<file path="config.mk">
export PLATFORM = sky130hd
export DESIGN_NAME = spiker_result_collector_flat
export DESIGN_NICKNAME = d
export VERILOG_FILES = /design/src/rtl/spiker_result_collector_if.sv /design/src/rtl/spiker_result_collector.sv /design/src/flat_wrapper.sv
export SDC_FILE = /design/constraint.sdc
export NUM_CORES = 1
export LEC_CHECK = 0
export BUFFER_PORTS_ARGS = -buffer_cell sky130_fd_sc_hd__buf_4
export CORE_ASPECT_RATIO = 1.4
export CORE_MARGIN = 2
export CORE_UTILIZATION = 57
export CTS_BUF_LIST = sky130_fd_sc_hd__clkbuf_8 sky130_fd_sc_hd__clkbuf_16
export CTS_CLUSTER_DIAMETER = 120
export CTS_CLUSTER_SIZE = 20
export DETAILED_ROUTE_END_ITERATION = 8
export PLACE_DENSITY_LB_ADDON = 0.12
export SLEW_MARGIN = 20
export SYNTH_ARGS = -nofsm -noshare
export SYNTH_HDL_FRONTEND = slang
export SYNTH_SLANG_ARGS = --single-unit
</file>
<file path="constraint.sdc">
create_clock -name clk_i -period 4.1 [get_ports clk_i]
set_input_delay 0.82 -clock clk_i [delete_from_list [all_inputs] [get_ports clk_i]]
set_output_delay 0.82 -clock clk_i [all_outputs]
set_load 0.1 [all_outputs]
</file>
<file path="src/rtl/spiker_result_collector_if.sv">
// Bus between the spike reader side and the result collector: step inputs, SW controls and result outputs.
interface spiker_result_collector_if #(
  parameter int N_OUT = 10,
  parameter int CNT_W = 8
);
  localparam int IDX_W = (N_OUT > 1) ? $clog2(N_OUT) : 1;

  logic                   start;
  logic                   sample;
  logic [N_OUT-1:0]       spikes;
  logic                   ack;
  logic                   irq_en;
  logic [N_OUT*CNT_W-1:0] counts;
  logic [IDX_W-1:0]       class_idx;
  logic [CNT_W-1:0]       max_cnt;
  logic                   busy;
  logic                   done;
  logic                   irq;
  logic                   timeout;

  modport master (
    output start, sample, spikes, ack, irq_en,
    input  counts, class_idx, max_cnt, busy, done, irq, timeout
  );

  modport slave (
    input  start, sample, spikes, ack, irq_en,
    output counts, class_idx, max_cnt, busy, done, irq, timeout
  );
endinterface

</file>
<file path="src/rtl/spiker_result_collector.sv">
// Spike-count accumulator with sequential argmax over the output neurons.
// Optional RUN watchdog enabled by defining SPIKER_COLLECT_TIMEOUT_EN.
module spiker_result_collector #(
  parameter int N_OUT       = 10,
  parameter int CNT_W       = 8,
  parameter int N_STEPS     = 24,
  parameter int TIMEOUT_CYC = 1024
) (
  input  logic                     clk_i,
  input  logic                     rst_ni,
  spiker_result_collector_if.slave bus
);
  localparam int IDX_W  = (N_OUT > 1) ? $clog2(N_OUT) : 1;
  localparam int STEP_W = $clog2(N_STEPS + 1);

  typedef enum logic [1:0] {IDLE, RUN, ARGMAX, DONE} state_t;

  state_t            state, state_nxt;
  logic [CNT_W-1:0]  cnt [N_OUT];
  logic [STEP_W-1:0] step_cnt;
  logic [IDX_W-1:0]  idx, best_idx, class_q;
  logic [CNT_W-1:0]  best, max_q, cur;
  logic              irq_q, take, last_step, timeout_hit;

  function automatic logic [CNT_W-1:0] sat_inc(input logic [CNT_W-1:0] v, input logic en);
    if (en && (v != {CNT_W{1'b1}})) return v + CNT_W'(1);
    return v;
  endfunction

  // Argmax compare: index 0 seeds the best; later indices need a strictly larger count
  always_comb begin
    cur       = cnt[idx];
    take      = (idx == '0) || (cur > best);
    last_step = bus.sample && (step_cnt == STEP_W'(N_STEPS - 1));
  end

  always_comb begin
    state_nxt = state;
    if (bus.start) begin
      state_nxt = RUN;
    end else begin
      case (state)
        RUN:     if (last_step || timeout_hit) state_nxt = ARGMAX;
        ARGMAX:  if (idx == IDX_W'(N_OUT - 1)) state_nxt = DONE;
        DONE:    if (bus.ack) state_nxt = IDLE;
        default: state_nxt = state;
      endcase
    end
  end

  always_ff @(posedge clk_i or negedge rst_ni) begin
    if (!rst_ni) begin
      state    <= IDLE;
      step_cnt <= '0;
      idx      <= '0;
      best     <= '0;
      best_idx <= '0;
      class_q  <= '0;
      max_q    <= '0;
      irq_q    <= 1'b0;
      for (int i = 0; i < N_OUT; i++) cnt[i] <= '0;
    end else begin
      state <= state_nxt;
      irq_q <= (state_nxt == DONE) && (state != DONE) && bus.irq_en;
      if (bus.start) begin
        step_cnt <= '0;
        idx      <= '0;
        best     <= '0;
        best_idx <= '0;
        class_q  <= '0;
        max_q    <= '0;
        for (int i = 0; i < N_OUT; i++) cnt[i] <= '0;
      end else begin
        case (state)
          RUN: begin
            idx <= '0;
            if (bus.sample) begin
              for (int i = 0; i < N_OUT; i++) cnt[i] <= sat_inc(cnt[i], bus.spikes[i]);
              step_cnt <= step_cnt + 1'b1;
            end
          end
          ARGMAX: begin
            if (take) begin
              best     <= cur;
              best_idx <= idx;
            end
            idx <= idx + 1'b1;
            // Last neuron: the result must include this cycle's comparison
            if (idx == IDX_W'(N_OUT - 1)) begin
              class_q <= take ? idx : best_idx;
              max_q   <= take ? cur : best;
            end
          end
          default: ;
        endcase
      end
    end
  end

`ifdef SPIKER_COLLECT_TIMEOUT_EN
  localparam int IDLE_W = $clog2(TIMEOUT_CYC + 1);

  logic [IDLE_W-1:0] idle_cnt;
  logic              to_q;

  assign timeout_hit = (state == RUN) && !bus.sample && (idle_cnt == IDLE_W'(TIMEOUT_CYC - 1));

  always_ff @(posedge clk_i or negedge rst_ni) begin
    if (!rst_ni) begin
      idle_cnt <= '0;
      to_q     <= 1'b0;
    end else begin
      if (bus.start || bus.sample || (state != RUN)) idle_cnt <= '0;
      else                                           idle_cnt <= idle_cnt + 1'b1;
      if (bus.start)        to_q <= 1'b0;
      else if (timeout_hit) to_q <= 1'b1;
    end
  end

  assign bus.timeout = to_q;
`else
  // Watchdog compiled out: RUN waits for samples indefinitely and the flag is constant 0
  assign timeout_hit = 1'b0;
  assign bus.timeout = (TIMEOUT_CYC < 0);
`endif

  for (genvar i = 0; i < N_OUT; i++) begin : g_counts
    assign bus.counts[(i+1)*CNT_W-1 -: CNT_W] = cnt[i];
  end

  assign bus.class_idx = class_q;
  assign bus.max_cnt   = max_q;
  assign bus.busy      = (state == RUN) || (state == ARGMAX);
  assign bus.done      = (state == DONE);
  assign bus.irq       = irq_q;
endmodule

</file>
<file path="src/flat_wrapper.sv">
// flat-port wrapper written by rule: the top's interface ports become plain ports
module spiker_result_collector_flat 
#(
  parameter int N_OUT       = 10,
  parameter int CNT_W       = 8,
  parameter int N_STEPS     = 24,
  parameter int TIMEOUT_CYC = 1024
)
  (clk_i, rst_ni, bus_start, bus_sample, bus_spikes, bus_ack, bus_irq_en, bus_counts, bus_class_idx, bus_max_cnt, bus_busy, bus_done, bus_irq, bus_timeout);
  spiker_result_collector_if #(.N_OUT(N_OUT), .CNT_W(CNT_W)) bus_i ();
  input  logic clk_i;
  input  logic rst_ni;
  input wire logic [$bits(bus_i.start)-1:0] bus_start;
  input wire logic [$bits(bus_i.sample)-1:0] bus_sample;
  input wire logic [$bits(bus_i.spikes)-1:0] bus_spikes;
  input wire logic [$bits(bus_i.ack)-1:0] bus_ack;
  input wire logic [$bits(bus_i.irq_en)-1:0] bus_irq_en;
  output wire logic [$bits(bus_i.counts)-1:0] bus_counts;
  output wire logic [$bits(bus_i.class_idx)-1:0] bus_class_idx;
  output wire logic [$bits(bus_i.max_cnt)-1:0] bus_max_cnt;
  output wire logic [$bits(bus_i.busy)-1:0] bus_busy;
  output wire logic [$bits(bus_i.done)-1:0] bus_done;
  output wire logic [$bits(bus_i.irq)-1:0] bus_irq;
  output wire logic [$bits(bus_i.timeout)-1:0] bus_timeout;
  assign bus_i.start = bus_start;
  assign bus_i.sample = bus_sample;
  assign bus_i.spikes = bus_spikes;
  assign bus_i.ack = bus_ack;
  assign bus_i.irq_en = bus_irq_en;
  assign bus_counts = bus_i.counts;
  assign bus_class_idx = bus_i.class_idx;
  assign bus_max_cnt = bus_i.max_cnt;
  assign bus_busy = bus_i.busy;
  assign bus_done = bus_i.done;
  assign bus_irq = bus_i.irq;
  assign bus_timeout = bus_i.timeout;
  spiker_result_collector #(.N_OUT(N_OUT), .CNT_W(CNT_W), .N_STEPS(N_STEPS), .TIMEOUT_CYC(TIMEOUT_CYC)) u_core (.clk_i(clk_i), .rst_ni(rst_ni), .bus(bus_i));
endmodule
</file>
==> metrics, run 1 <==
status complete, no violations; drt first pass iters 5; synthesized net count 738; ranking of synthesized cells by area dfrtp_1 43%, nor2_1 6.3%, xnor2_1 6.0%, mux2i_1 5.8%, ha_1 4.8%; vias per cell 6.08; commonest non-fill, non-tap cell in the layout buf_4; Row Count 47; sw frac 0.264; Post-DRT Antenna Nets 0; TNS Setup 0 ps; CTS hold repair buffers 0; static leakage 3.65 nW; routed len/inst 18.6 um; Slew HR 0.337; share of cells above drive strength 1 0.212; slowest stage cell, crit path dfrtp_1; YS warnings 0; total wire length approximately 18000 um; Horiz. Die Dim approximately 96 um; VDD IR max 0.000357 V; CTS Root Cell clkbuf_16; Post-Syn Area per Cell slightly below 10 um2; Gate power share 0.100; DP Worst Slack 378 ps; Setup crit start kind flip-flop; crit-path max FO 19; largest net degree at the start of global routing 86; count of pins over their slew limit 0; final setup vio count 0; EDFF count, synth 0; fin nets 840; max_cap viols 0; Synth Cell Area just under 7000 um2; Tmin final 3780 ps; crit path DAT 4080 ps; vias in the first global route 5834; post-cts sizing count 0; worst r2r path cells 8; RSZ-0062 raised after global routing no; maximum root-to-sink buffer count 2; placed cells 926; Area Growth Syn to Fin 21.8%; TritonCTS clock tree yes; # H-tree levels 4; post-route setup slack 318 ps; HPWL Detailed 12900 um; Finished Layout Cells about 960; clk slew on worst S/H paths around 50 ps; clock sink count about 120; drt drc 0; Mapped Cells between 600 and 700; Slew @ Worst Pin 991 ps; GRT Total Usage 0.295; P_int 0.00216 W; Ports 112; power per cell area 358 nW/um2; GRT overflow 0; cell taking the most area after synthesis dfrtp_1; Hold WC Path Type in2async; crit end category flip-flop; Die Area approximately 13000 um2; top-area cell type share of the netlist area 0.430; Core Footprint 11700 um2; die height 133 um; post-synthesis sequential area ratio 0.430; Post-CTS Setup Inserts 0; FFs w/ async S/R, synth 1.00; I/O Buffers 110; Initial Utilization 0.577; initial antenna violation count 0; GPL Wtd Cong approximately 0.88; Synth Register Bits 116; WP data required ~4400 ps; via count 5826; initial drt markers approximately 300; Hold Violations, Final 0; first-pass GRT wire length between 20000 and 30000 um; commonest cells after routing, fill and taps aside 117 x buf_4, 116 x dfrtp_1, 113 x nor2_1; CP peak stage delay 820 ps; post-synth cell types 57; Clk pwr share 0.493; maximum clock frequency 264 MHz; Antenna Cells 0; fin crit share 0.922; crit path kind reg2reg; Setup Skew between 7 and 8 ps; Sw Pwr 0.000778 W; total CTS buffers 17; crit path cell chain mux4_2, a211o_2, ha_1, nor2b_1, o211ai_1, a22o_1, nand3_1, a311oi_1; Seq pwr share 0.407; Skew-Pair Late Insertion Delay roughly 420 ps; Synth Flop Type dfrtp_1
-- cell families after synthesis --
group / after synthesis / synth area share
AOI/OAI and AO/OA: 103 / 0.115
other: 1 / 0.000556
and+or+nand+nor: 276 / 0.194
muxes: 47 / 0.0845
buffers and inverters: 60 / 0.0406
xor gates and xnor gates: 67 / 0.0869
DFF: 116 / 0.430
adders and majority gates: 26 / 0.0482
-- path summary, 6_finish.rpt --
check | from | end | slack (ps)
worst max-delay path | u_core.idx[0]$_DFFE_PN0P_ | u_core.bus.class_idx[0]$_DFFE_PN0P_ | 320
worst min-delay path | rst_ni | u_core.step_cnt[2]$_DFFE_PN0P_ | 430
worst max register to register | u_core.idx[0]$_DFFE_PN0P_ | u_core.bus.class_idx[0]$_DFFE_PN0P_ | 320
worst min register to register | u_core.bus.max_cnt[3]$_DFFE_PN0P_ | u_core.bus.max_cnt[3]$_DFFE_PN0P_ | 480
max in group asynchronous | rst_ni | u_core.bus.counts[11]$_DFFE_PN0P_ | 2870
min in group clk_i | u_core.bus.max_cnt[3]$_DFFE_PN0P_ | u_core.bus.max_cnt[3]$_DFFE_PN0P_ | 480
-- worst max-delay path: cells and delay by family (launching register included) --
family                   cells  cell delay (ps)
flip-flops                   1              820
AND/OR/NAND/NOR              2              320
adder cells (fa/ha/maj)      1              310
AO/OA/AOI/OAI                4             1620
multiplexers                 1              600
-- flip-flops by register name, summed over array words and instances, names as in the netlist --
name / cells
u_core.bus.counts: 80
u_core.best: 8
u_core.bus.max_cnt: 8
u_core.step_cnt: 5
u_core.best_idx: 4
u_core.bus.class_idx: 4
u_core.idx: 4
u_core.state: 2
u_core.bus.irq: 1
-- layout make-up --
cell class / instances / area, um2
clock buffer: 20 / 467
timing repair buffer: 118 / 890
fill: 921 / 3480
clock inverter: 12 / 113
tap: 147 / 184
sequential: 116 / 2900
inverter: 25 / 93.8
multi-input combinational: 520 / 3570
-- synth_stat cells (all sizes together) (2+ instances only) --
cell type and instances:
o2111a 2, nor3b 4, or3b 3, o31ai 2, a311oi 2, nand3 37
mux4 8, or3 8, nor2 113, ha 26, o21ai 16, o211ai 17
a21oi 15, nand2 37, buf 16, a211oi 17, nor3 20, and3 11
and2 2, dfrtp 116, xor2 21, and4b 2, xnor2 46, a41oi 2
inv 24, nand4 30, a211o 7, o2111ai 5, a22oi 2, o22ai 8
a31oi 2, and4 2, mux2i 39, clkbuf 19, nor2b 3
-- stage by stage --
step                power [W]  hold WS (ps)  utilization  cell area [um2]
detailed placement    0.00151           480        0.653             7640
CTS                   0.00296           482        0.702             8220
floorplan             0.00142           496            -             6750
finish                0.00294           425        0.703             8220
global route          0.00303           503        0.703             8220
global placement      0.00150           465        0.653             7640
-- metal layers --
layer,global-route usage,routed length (um),vias up,share of wire
met2,0.499,9240,229,0.52
met1,0.366,7150,2862,0.40
li1,-,-,2697,-
met5,0,0,-,0
met4,0.117,474,0,0.027
met3,0.0587,933,38,0.052
-- power groups by stage --
stage | registers (W) | logic (W) | clock network [W]
floorplan | 0.00131 | 0.000106 | 0
detailed placement | 0.00122 | 0.000295 | 0
CTS | 0.00120 | 0.000296 | 0.00146
finish | 0.00120 | 0.000294 | 0.00145
global placement | 0.00121 | 0.000289 | 0
global route | 0.00120 | 0.000317 | 0.00151
(Power assumes the default switching activity.)
==> run 2: changes to the inputs <==
--- a/config.mk
+++ b/config.mk
@@ -5,10 +5,11 @@
 export SDC_FILE = /design/constraint.sdc
 export NUM_CORES = 1
 export LEC_CHECK = 0
+export ABC_AREA = 1
 export BUFFER_PORTS_ARGS = -buffer_cell sky130_fd_sc_hd__buf_4
 export CORE_ASPECT_RATIO = 1.4
 export CORE_MARGIN = 2
-export CORE_UTILIZATION = 57
+export CORE_UTILIZATION = 58
 export CTS_BUF_LIST = sky130_fd_sc_hd__clkbuf_8 sky130_fd_sc_hd__clkbuf_16
 export CTS_CLUSTER_DIAMETER = 120
 export CTS_CLUSTER_SIZE = 20
==> constraint.sdc (replaced) <==
create_clock -name clk_i -period 4.1 [get_ports clk_i]
set_input_delay 0.205 -clock clk_i [delete_from_list [all_inputs] [get_ports clk_i]]
set_output_delay 0.205 -clock clk_i [all_outputs]
set_load 0.1 [all_outputs]
==> metrics, run 2 <==
status complete, no violations; max_cap viols 0 (unchanged); first-pass GRT wire length 32400 um (+11%); total CTS buffers 17 (unchanged); largest net degree at the start of global routing 112 (+30%); total power 0.00326 W (+11%); Setup crit start kind flip-flop; fillers 1049 (+14%); vias in the first global route 6704 (+15%); crit end category flip-flop; CTS Root Cell clkbuf_16; GPL Wtd Cong 0.880 (+0.19%); Area Growth Syn to Fin 19.6%; synth cell count leaders 252 x nand2_1, 123 x inv_1, 116 x dfrtp_1, 83 x nand3_1, 65 x nand4_1; Synth Register Bits 116 (unchanged); Skew-Pair Late Insertion Delay 420 ps (about the same); Setup Skew 5.85 ps (-1.54 ps); Tmin final 3370 ps (-412 ps); FF+latch area 2900 um2 (unchanged); die height 137 um (+3.2%); static leakage 4.39 nW (+20%); commonest cells after routing, fill and taps aside 252 x nand2_1, 124 x inv_1, 117 x buf_4; count of pins over their slew limit 0 (unchanged); post-synthesis sequential area ratio 0.396 (-0.0337); Initial Utilization 0.595 (+0.0180); via count 7111 (+22%); post-synth cell types 44 (-23%); FFs w/ async S/R, synth 1.00 (unchanged); initial antenna violation count 0 (unchanged); GRT busiest layer met2; Slew HR 0.439 (+0.102); cell with the most instances after synthesis nand2_1; Core Footprint 12300 um2 (+5.2%); clock sink count 116 (unchanged); Row Count 48 (+2.1%); Post-CTS Setup Inserts 0 (unchanged); area used by multi-input combinational logic 3640 um2 (+1.9%); Slew @ Worst Pin 842 ps (-149 ps); VDD IR max 0.000266 V (-25%); YS warnings 0 (unchanged); vias per cell 5.71 (-6.1%); Die Area 13600 um2 (+6.4%); Post-Syn Area per Cell 7.44 um2 (-23%); EDFF count, synth 0 (unchanged); power per cell area 372 nW/um2 (+3.9%); maximum clock frequency 297 MHz (+12%); WP data required 4410 ps (about the same); Post-DRT Antenna Nets 0 (unchanged); I/O Buffers 110 (unchanged); synthesized net count 1026 (+39%); commonest non-fill, non-tap cell in the layout nand2_1; total wire length 20100 um (+13%); post-cts sizing count 0 (unchanged); maximum root-to-sink buffer count 2 (unchanged); initial drt markers 501 (+69%); clk slew on worst S/H paths 50 ps (about the same); Synth Flop Type dfrtp_1; # H-tree levels 4 (unchanged); routed len/inst 16.1 um (-13%); crit path kind reg2reg; met1 Use GR 0.360 (-0.00570); Hold Violations, Final 0 (unchanged); drt first pass iters 5 (unchanged); ranking of synthesized cells by area dfrtp_1 40%, nand2_1 13%, inv_1 6.3%, nand3_1 5.7%, nand4_1 5.6%; Horiz. Die Dim 99.0 um (+3.1%); fin crit share 0.822 (-0.101); RSZ-0062 raised after global routing no; HPWL Detailed 14000 um (+8.6%); crit path DAT 3680 ps (-400 ps); crit-path max FO 27 (+8); number of flip-flops under the largest register name 80 (unchanged); met2 usage 0.518 (+0.0188); GRT Total Usage 0.298 (+0.00275); Synth Cell Area 7320 um2 (+8.5%); fin nets 1124 (+34%); Antenna Cells 0 (unchanged); Ports 112 (unchanged); drt drc 0 (unchanged); Mapped Cells 984 (+41%); final setup vio count 0 (unchanged); TNS Setup 0 ps (unchanged); CTS hold repair buffers 1 (+1); Hold WC Path Type in2reg; top-area cell type share of the netlist area 0.396 (-0.0337); TritonCTS clock tree yes; routing usage on met3 0.0562 (-0.00248); GRT overflow 0 (unchanged); cell taking the most area after synthesis dfrtp_1; share of cells above drive strength 1 0.174 (-0.0377)
[run 2: report_power, final]
group	switching (W)	leakage, nW	internal [W]	total, W
Clock	0.000530	0.318	0.00105	0.00158
Sequential	0.0000348	1.60	0.00118	0.00121
Combinational	0.000361	2.48	0.0000971	0.000458
[run 2: final timing paths]
path	depth (start not counted)	slack, ps	start	end
worst max register to register	19	730	u_core.idx[1]$_DFFE_PN0P_	u_core.best[1]$_DFFE_PN0P_
min in group asynchronous	2	430	rst_ni	u_core.bus.counts[3]$_DFFE_PN0P_
worst min-delay path	3	30	bus_irq_en	u_core.bus.irq$_DFF_PN0_
worst min register to register	2	480	u_core.bus.class_idx[0]$_DFFE_PN0P_	u_core.bus.class_idx[0]$_DFFE_PN0P_
worst max-delay path	19	730	u_core.idx[1]$_DFFE_PN0P_	u_core.best[1]$_DFFE_PN0P_
max in group asynchronous	3	2730	rst_ni	u_core.bus.counts[67]$_DFFE_PN0P_
[run 2: area by class of cell]
| class | instances | area share |
|---|---|---|
| clock buffer | 20 | 0.0533 |
| multi-input combinational | 697 | 0.415 |
| clock inverter | 12 | 0.0183 |
| tap | 150 | 0.0214 |
| sequential | 116 | 0.331 |
| timing repair buffer | 119 | 0.104 |
| inverter | 131 | 0.0564 |
[run 2: cells by family after synthesis]
family | share of synthesized area
AO/OA/AOI/OAI | 0.113
XOR/XNOR | 0.0108
buffers and inverters | 0.107
other | 0.000512
AND/OR/NAND/NOR | 0.328
adder cells (fa/ha/maj) | 0.0444
flip-flops | 0.396
[run 2: stage by stage]
step | area, um2 | utilization | std cells | setup slack [ps] | hold slack, ps
floorplan | 7320 | - | 984 | 1410 | -90.6
global placement | 8120 | 0.660 | 1212 | 895 | 357
detailed placement | 8120 | 0.660 | 1212 | 869 | 366
CTS | 8760 | 0.711 | 1245 | 821 | 19.7
global route | 8760 | 0.711 | 1245 | 454 | 23.1
finish | 8760 | 0.711 | 1245 | 730 | 31.6
[run 2: metal layers]
layer	share of wire	vias up	wire length, um
met5	0	-	0
met1	0.40	3327	7960
met4	0.030	0	600
met2	0.51	263	10300
li1	-	3469	-
met3	0.060	52	1200
[run 2: worst max-delay path, stage by stage, from the launching register on]
cell and delay [ps]:
dfrtp_1 660, inv_4 370, nand2_1 110, nand3_1 100
nand2_1 80, nand2_1 60, nand2_1 50, nor2_1 160
inv_1 70, ha_1 300, nand2_1 70, nor2_1 180
nand2_1 80, nand2_1 60, nand2_1 40, buf_4 170
nand2_1 330, nand2_1 150, nand4_1 130, nand2_1 60
